## config.mk

```make
export PLATFORM = sky130hd
export DESIGN_NAME = mux8_rr_sched
export DESIGN_NICKNAME = d
export VERILOG_FILES = /design/src/rtl/mux8_rr_sched.sv
export SDC_FILE = /design/constraint.sdc
export NUM_CORES = 1
export LEC_CHECK = 0
export ABC_AREA = 1
export BUFFER_PORTS_ARGS = -buffer_cell sky130_fd_sc_hd__buf_2
export CAP_MARGIN = 40
export CORE_MARGIN = 3
export CORE_UTILIZATION = 55
export CTS_BUF_LIST = sky130_fd_sc_hd__clkbuf_2
export DETAILED_ROUTE_END_ITERATION = 6
export PLACE_DENSITY = 0.78
export REMOVE_ABC_BUFFERS = 1
export SKIP_CTS_REPAIR_TIMING = 1
export SYNTH_ARGS = -nofsm -noshare
export SYNTH_HDL_FRONTEND = slang
export SYNTH_SLANG_ARGS = --single-unit
export TNS_END_PERCENT = 50
```

## constraint.sdc

```tcl
create_clock -name clk -period 2.3 [get_ports clk]
set_input_delay 0 -clock clk [delete_from_list [all_inputs] [get_ports clk]]
set_output_delay 0 -clock clk [all_outputs]
set_load 0.005 [all_outputs]
```

## src/rtl/mux8_rr_sched.sv

```systemverilog
// mux8_rr_sched: round-robin arbiter driving a shared 8:1 mux.
// Each holder keeps the mux for at most HOLD cycles, then yields.
module mux8_rr_sched #(
    parameter int HOLD = 4
) (
    input  logic       clk,
    input  logic       rst,
    input  logic [7:0] req,
    input  logic [7:0] d,
    output logic [2:0] sel,
    output logic [7:0] gnt,
    output logic       y,
    output logic       y_valid,
    output logic       busy
);

    typedef enum logic {
        IDLE  = 1'b0,
        GRANT = 1'b1
    } state_t;

    localparam logic [3:0] HOLD_M1 = 4'(HOLD - 1);

    state_t     state_q, state_d;
    logic [2:0] ptr_q, ptr_d;
    logic [3:0] cnt_q, cnt_d;
    logic [2:0] sel_q, sel_d;
    logic [7:0] gnt_q, gnt_d;
    logic       y_q, y_d;
    logic       y_valid_q, y_valid_d;

    logic [2:0] rel_ptr;
    logic [3:0] win_idle;
    logic [3:0] win_rel;

    // Returns {found, index}: first set request scanning start..start+7.
    function automatic logic [3:0] pick(input logic [7:0] r,
                                        input logic [2:0] start);
        logic [3:0] res;
        logic [2:0] idx;
        res = 4'b0;
        for (int k = 7; k >= 0; k--) begin
            idx = start + 3'(k);
            if (r[idx]) res = {1'b1, idx};
        end
        return res;
    endfunction

    // Next-state, arbitration and mux sampling.
    always_comb begin
        state_d   = state_q;
        ptr_d     = ptr_q;
        cnt_d     = cnt_q;
        sel_d     = sel_q;
        gnt_d     = gnt_q;
        y_d       = y_q;
        y_valid_d = 1'b0;
        rel_ptr   = sel_q + 3'd1;
        win_idle  = pick(req, ptr_q);
        win_rel   = pick(req, rel_ptr);
        unique case (state_q)
            IDLE: begin
                if (win_idle[3]) begin
                    sel_d   = win_idle[2:0];
                    gnt_d   = 8'b1 << win_idle[2:0];
                    cnt_d   = 4'd0;
                    state_d = GRANT;
                end
            end
            GRANT: begin
                if (req[sel_q]) begin
                    y_d       = d[sel_q];
                    y_valid_d = 1'b1;
                end
                if (!req[sel_q] || cnt_q == HOLD_M1) begin
                    // Holder rotates to lowest priority; regrant without bubble.
                    ptr_d = rel_ptr;
                    if (win_rel[3]) begin
                        sel_d = win_rel[2:0];
                        gnt_d = 8'b1 << win_rel[2:0];
                        cnt_d = 4'd0;
                    end else begin
                        gnt_d   = 8'd0;
                        state_d = IDLE;
                    end
                end else begin
                    cnt_d = cnt_q + 4'd1;
                end
            end
            default: state_d = IDLE;
        endcase
    end

    // State and output registers, cleared asynchronously.
    always_ff @(posedge clk or posedge rst) begin
        if (rst) begin
            state_q   <= IDLE;
            ptr_q     <= 3'd0;
            cnt_q     <= 4'd0;
            sel_q     <= 3'd0;
            gnt_q     <= 8'd0;
            y_q       <= 1'b0;
            y_valid_q <= 1'b0;
        end else begin
            state_q   <= state_d;
            ptr_q     <= ptr_d;
            cnt_q     <= cnt_d;
            sel_q     <= sel_d;
            gnt_q     <= gnt_d;
            y_q       <= y_d;
            y_valid_q <= y_valid_d;
        end
    end

    assign sel     = sel_q;
    assign gnt     = gnt_q;
    assign y       = y_q;
    assign y_valid = y_valid_q;
    assign busy    = (state_q == GRANT);

endmodule

```

Word-level counts from Yosys, hierarchy flattened
Index checks and enable logic that the tools add are counted.

Bits of input ports: 18. Register bits after elaboration: 21. Output and inout bits: 14. Logic and storage cells: 125.

Order comparisons: 17. Add/subtract/negate cells: 16. Bitwise operators: 1. Shift operators: 2. Equal/unequal tests: 5. Reductions and logical operators: 7. Mux-type cells: 70.

Operators by type and width (count): $mux 4 (19); $lt 3x4->1 const B (17); $bmux 1 s3 (18); $add 3x3->3 const B (8); $mux 8 (3); $mux 1 (23); $pmux 8 s2 (1); $shl 1x3->8 const A (2); $add 3x2->3 const B (4); $add 3x1->3 const B (3); $mux 3 (3); $pmux 4 s2 (1); $reduce_and 2->1 (4); $pmux 3 s2 (1); $add 4x1->4 const B (1); $eq 4x2->1 const B (1); $ne 2x1->1 const B (2); $ne 3x3->1 const B (1); $reduce_and 3->1 (1); $ne 2x2->1 const B (1); $pmux 1 s2 (1); $logic_not 1->1 (1); $logic_or 1x1->1 (1); $not 1->1 (1).

Longest topological paths before layout
Depth in word-level cells: 16. Depth in mapped cells: 25. Mapped depth without buffers: 22.

Worst setup path before layout
Ideal clock, no wire load.

Path type: reg-to-reg. Start point: register sel_q[0] (netlist: sel[0]). End point: register gnt_q[3] (netlist: gnt[3]). Data required time: 2.183 ns. Path slack: -0.185 ns. Clock period less this slack: 2.485 ns. Stages on the path, launching flop included: 22. Setup time: 0.117 ns. Buffers on the path: 3. Arrival: 2.369 ns. Path through: dfrtp_1 -> buf_6 -> inv_4 -> buf_2 -> ha_1 -> inv_2 -> buf_6 -> nand2_2 -> nand2_2 -> nand2_1 -> nand3_1 -> nand2_1 -> nor2_1 -> nand3_2 -> nor2_4 -> inv_4 -> nand2_2 -> nor2_2 -> nand3_1 -> nand2_1 -> nand2_1 -> nand2_1.

Cells in the longest elaborated chain, start to end: 16. Elaborated cells on any way between the ends: 42. Those cells by class: add/sub: 8; eq/ne: 1; shift: 1; mux: 29; reduce/logical: 3.

Ends and longest elaborated chain: start, declared (line 27) `logic [2:0] sel_q, sel_d;`; start signal, assigned (line 108) `sel_q <= sel_d;`; $add 3x1->3 (*) (line 58) `rel_ptr = sel_q + 3'd1;`; net rel_ptr[0] (line 32) `logic [2:0] rel_ptr;`; $add 3x3->3 (line 43) `idx = start + 3'(k);`; $bmux 1 s3 (line 44) `if (r[idx]) res = {1'b1, idx};`; $mux 1 (not written as such) (line 44); $mux 4 (7 in series) (line 44); $mux 4 (*) (line 44); $shl 1x3->8 (line 80) `gnt_d = 8'b1 << win_rel[2:0];`; $mux 8 (*) (line 78) `if (win_rel[3]) begin`; $mux 8 (*) (line 75) `if (!req[sel_q] || cnt_q == HOLD_M1) begin`; $pmux 8 s2 (*) (line 61) `unique case (state_q)`; end signal, assigned (line 109) `gnt_q <= gnt_d;`; end, declared (line 28) `logic [7:0] gnt_q, gnt_d;`.

Mark *: on every way through the listed nets, which the timed path passes. The rest lies on a longest branch. The select of a mux whose other input is x is not followed. A chain may end at the register's enable or synchronous reset.

Final worst setup path
Start point: register sel_q[0] (netlist: sel[0]). End point: register sel_q[1] (netlist: sel[1]).

Cells in the longest elaborated chain, start to end: 15. Elaborated cells on any way between the ends: 42. Those cells by class: add/sub: 8; eq/ne: 2; mux: 29; reduce/logical: 3.

Ends and longest elaborated chain (line): $add 3x1->3 (58); $add 3x3->3 (43); $bmux 1 s3 (44); $mux 1 (not written as such) (44); $mux 4 (8 in series) (44); $mux 3 (78); $mux 3 (75); $pmux 3 s2 (61).

Several ways; a longest one is shown, not always the timed one. The select of a mux whose other input is x is not followed.

==> impl_results.md <==
- Run status: finished, violations left
- Violations in the final reports: negative setup slack
- Fillcell total: 356
- Origin of the worst setup path: sel[0]
- Root Buffer: sky130_fd_sc_hd__clkbuf_2
- Placeable core area: 4470 um2
- Worst setup margin: -0.0985 ns
- CTS tree: done
- Final hold violation count: 0
- Crit path buf inv count: 2
- Average detailed-routed wire length per instance: around 14 um
- Number of global-route vias before repair: 2699
- Most frequent standard cell in the layout excluding fill and tap cells: sky130_fd_sc_hd__nand2_1
- Flop-to-flop setup slack: -0.1 ns
- Skew-Pair Late Insertion Delay: 0.37 ns
- Synthesis Warnings: 0
- Cell variety after synth: 27
- Clock tree skew after final layout: approximately 0.015 ns
- Dpl hpwl: 5840 um
- Worst flop-to-flop path endpoint: sel[1]
- Largest stage delay on the critical path: about 0.47 ns
- First-pass GRT wire length: 11900 um
- Remaining antenna violation count: 0
- Floorplan die area: 5600 um2
- Final cell count without fillers: approximately 600
- First-pass DRT Iterations: 5
- Worst-path fanout max: 5
- Row count: 24
- Placed cells: about 600
- Floorplan die height: 74.9 um
- Worst Setup End Kind: register
- Sequential share of the synthesized area: around 20%
- Kind of start point of the critical path: register
- Portion of the clock cycle consumed by the worst path in the final layout: 104%
- Initial DRC count: approximately 270
- Count of inserted antenna diode cells: 0
- Routability congestion estimate from global placement: about 0.93
- Number of buffers inserted by port buffering: 31
- Post-route DRC: 0
- Effective utilization at floorplan: 58.3%
- Top-level I/O count: 32
- Class of the tightest hold or removal check: in -> reg
- Critical Path Stages: 19
- Max-slew violation total from the final report: 0
- Total congestion overflow: 0
- Unrepaired setup endpoints after global routing: yes
- TritonCTS Buffers: 3
- WHS: 0.0169 ns
- Maximum number of pins on one net before global-route repair: 23
- Post-Place Worst Slack: -0.125 ns
- Clock transition at the register clock pins on the worst setup and hold paths after CTS: 0.23 ns
- Post-synthesis cell area: roughly 2600 um2
- Wire length after detailed routing: ~8300 um
- Worst slew slack as a fraction of its limit: between 40 and 50%
- Final setup TNS: -0.708 ns
- Total GRT Usage: 26.8%
- Via count: 3371
- Level count of the clock H-tree: 1
- Most repeated library cell on the critical path: sky130_fd_sc_hd__nand2_1
- Slowest CP cell: sky130_fd_sc_hd__dfrtp_1
- Post-layout min period: roughly 2.4 ns
- Gate count of the mapped netlist: 475
- Number of storage elements in the synthesis netlist: 21
- Clock buffer depth: 2
- CTS sink count: 21
- Layout cell share with drive strength beyond 1: a little over a third
- FF-to-FF path depth: 19
- Vias per inst: around 5.6
- Number of violations of the max-capacitance limit: 0
- Antenna violations before repair: 0
- Family with the most delay on the worst path: simple AND/OR/NAND/NOR gates
- Cell breakdown of the critical path: inv_4 > ha_4 > inv_6 > nand2_2 > nand2_4 > nand2_1 > nand2_2 > nand2_4 > nand2_4 > a21oi_2 > nand2_1 > nand2_1 > nand2_1 > nand2_1 > nand2_2 > a21oi_4 > nand2_1 > nand3_1 > o21ai_0
- Final-report setup violation count: 11
- Number of nets in the final layout: 573
- Category of the critical setup timing path: reg -> reg
- Horizontal die dimension: roughly 75 um
- Most frequent cells in the layout: 180 x sky130_fd_sc_hd__nand2_1, 53 x sky130_fd_sc_hd__nand3_1, 44 x sky130_fd_sc_hd__nand2_2
- Slew at the pin closest to its max-slew limit: 0.829 ns
- Layout overhead on the synthesized area: 33.1%
- Worst EP required: 2.59 ns
- Maximum clock frequency: 0.417 GHz
- Worst endpoint data arrival time: ~2.7 ns
- Crit Reg-Reg Startpoint: sel[0]
- Worst setup path endpoint: sel[1]
- Post-synthesis area per instance: 5.49 um2
[worst register-to-register path: cells and delay by family, from the launching register on]
family	cells	cell delay [ns]
AO/OA/AOI/OAI	3	0.40
adder cells (fa/ha/maj)	1	0.32
buffers and inverters	2	0.12
flip-flops	1	0.47
AND/OR/NAND/NOR	13	1.02
[state kept, by name (all words and copies together) (netlist names)]
name     cells
cnt_q        4
y            1
sel          3
ptr_q        3
gnt          8
y_valid      1
busy         1
[cell type report]
type	count	area, um2	area share (%)
clock buffer	4	20.0	0.577
inverter	60	235	6.78
multi-input combinational	383	2060	59.3
sequential	21	526	15.1
tap	52	65.1	1.87
timing repair buffer	81	567	16.3
[cell usage after synthesis]
library cell                 n  share of area (%)
sky130_fd_sc_hd__a31oi_1     3               0.72
sky130_fd_sc_hd__o21ai_0    17                3.3
sky130_fd_sc_hd__nor2_4      1               0.43
sky130_fd_sc_hd__buf_4       3               0.86
sky130_fd_sc_hd__o22ai_1     3               0.72
sky130_fd_sc_hd__nand2_1   216                 31
sky130_fd_sc_hd__buf_2       4               0.77
sky130_fd_sc_hd__inv_1      48                6.9
sky130_fd_sc_hd__nand2_2    18                4.3
sky130_fd_sc_hd__o21ai_4     1               0.62
sky130_fd_sc_hd__nor2_1     19                2.7
sky130_fd_sc_hd__a21oi_1    17                3.3
sky130_fd_sc_hd__xor2_1      1               0.34
sky130_fd_sc_hd__ha_1        5                2.4
sky130_fd_sc_hd__a32o_1      1               0.38
sky130_fd_sc_hd__inv_2       9                1.3
sky130_fd_sc_hd__a21oi_4     1               0.62
sky130_fd_sc_hd__nand3_2     3                1.2
sky130_fd_sc_hd__clkinv_1    1               0.14
sky130_fd_sc_hd__nor2_2      2               0.48
sky130_fd_sc_hd__o21ai_1     2               0.38
sky130_fd_sc_hd__inv_4       2               0.48
sky130_fd_sc_hd__nand4_2     1               0.48
sky130_fd_sc_hd__dfrtp_1    21                 20
sky130_fd_sc_hd__buf_6       4                1.7
sky130_fd_sc_hd__a21oi_2     3                1.0
sky130_fd_sc_hd__nand3_1    69                 13
[worst min-delay path by stage]
stage / startpoint / end / cells past startpoint
floorplan: rst / busy / 1
global placement: rst / busy / 2
detailed placement: rst / cnt_q[2] / 2
CTS: rst / cnt_q[2] / 2
global route: d[4] / y / 5
finish: d[4] / y / 5
[cell families after synthesis]
family | share of synthesized area, %
simple gates | 53.9
compound gates | 11.0
fa+ha+maj | 2.40
buf+inv | 12.2
flops | 20.2
xor+xnor | 0.336
[through the flow]
stage | area [um2] | util [%]
2_1_floorplan | 2520 | -
3_3_place_gp | 3060 | 68.3
3_5_place_dp | 3060 | 68.3
4_1_cts | 3080 | 68.7
5_1_grt | 3470 | 77.6
6_report | 3470 | 77.6
[layer usage]
layer	GRT usage, %	vias up	wire, um
met5	0	-	0
met4	4.94	0	245
met3	2.94	29	618
met2	45.7	179	4060
met1	36.6	1514	3370
li1	-	1649	-
Power is left out: the tool's default activity adds up to more than one toggle a clock period on the data nets, which glitch-free logic cannot reach.
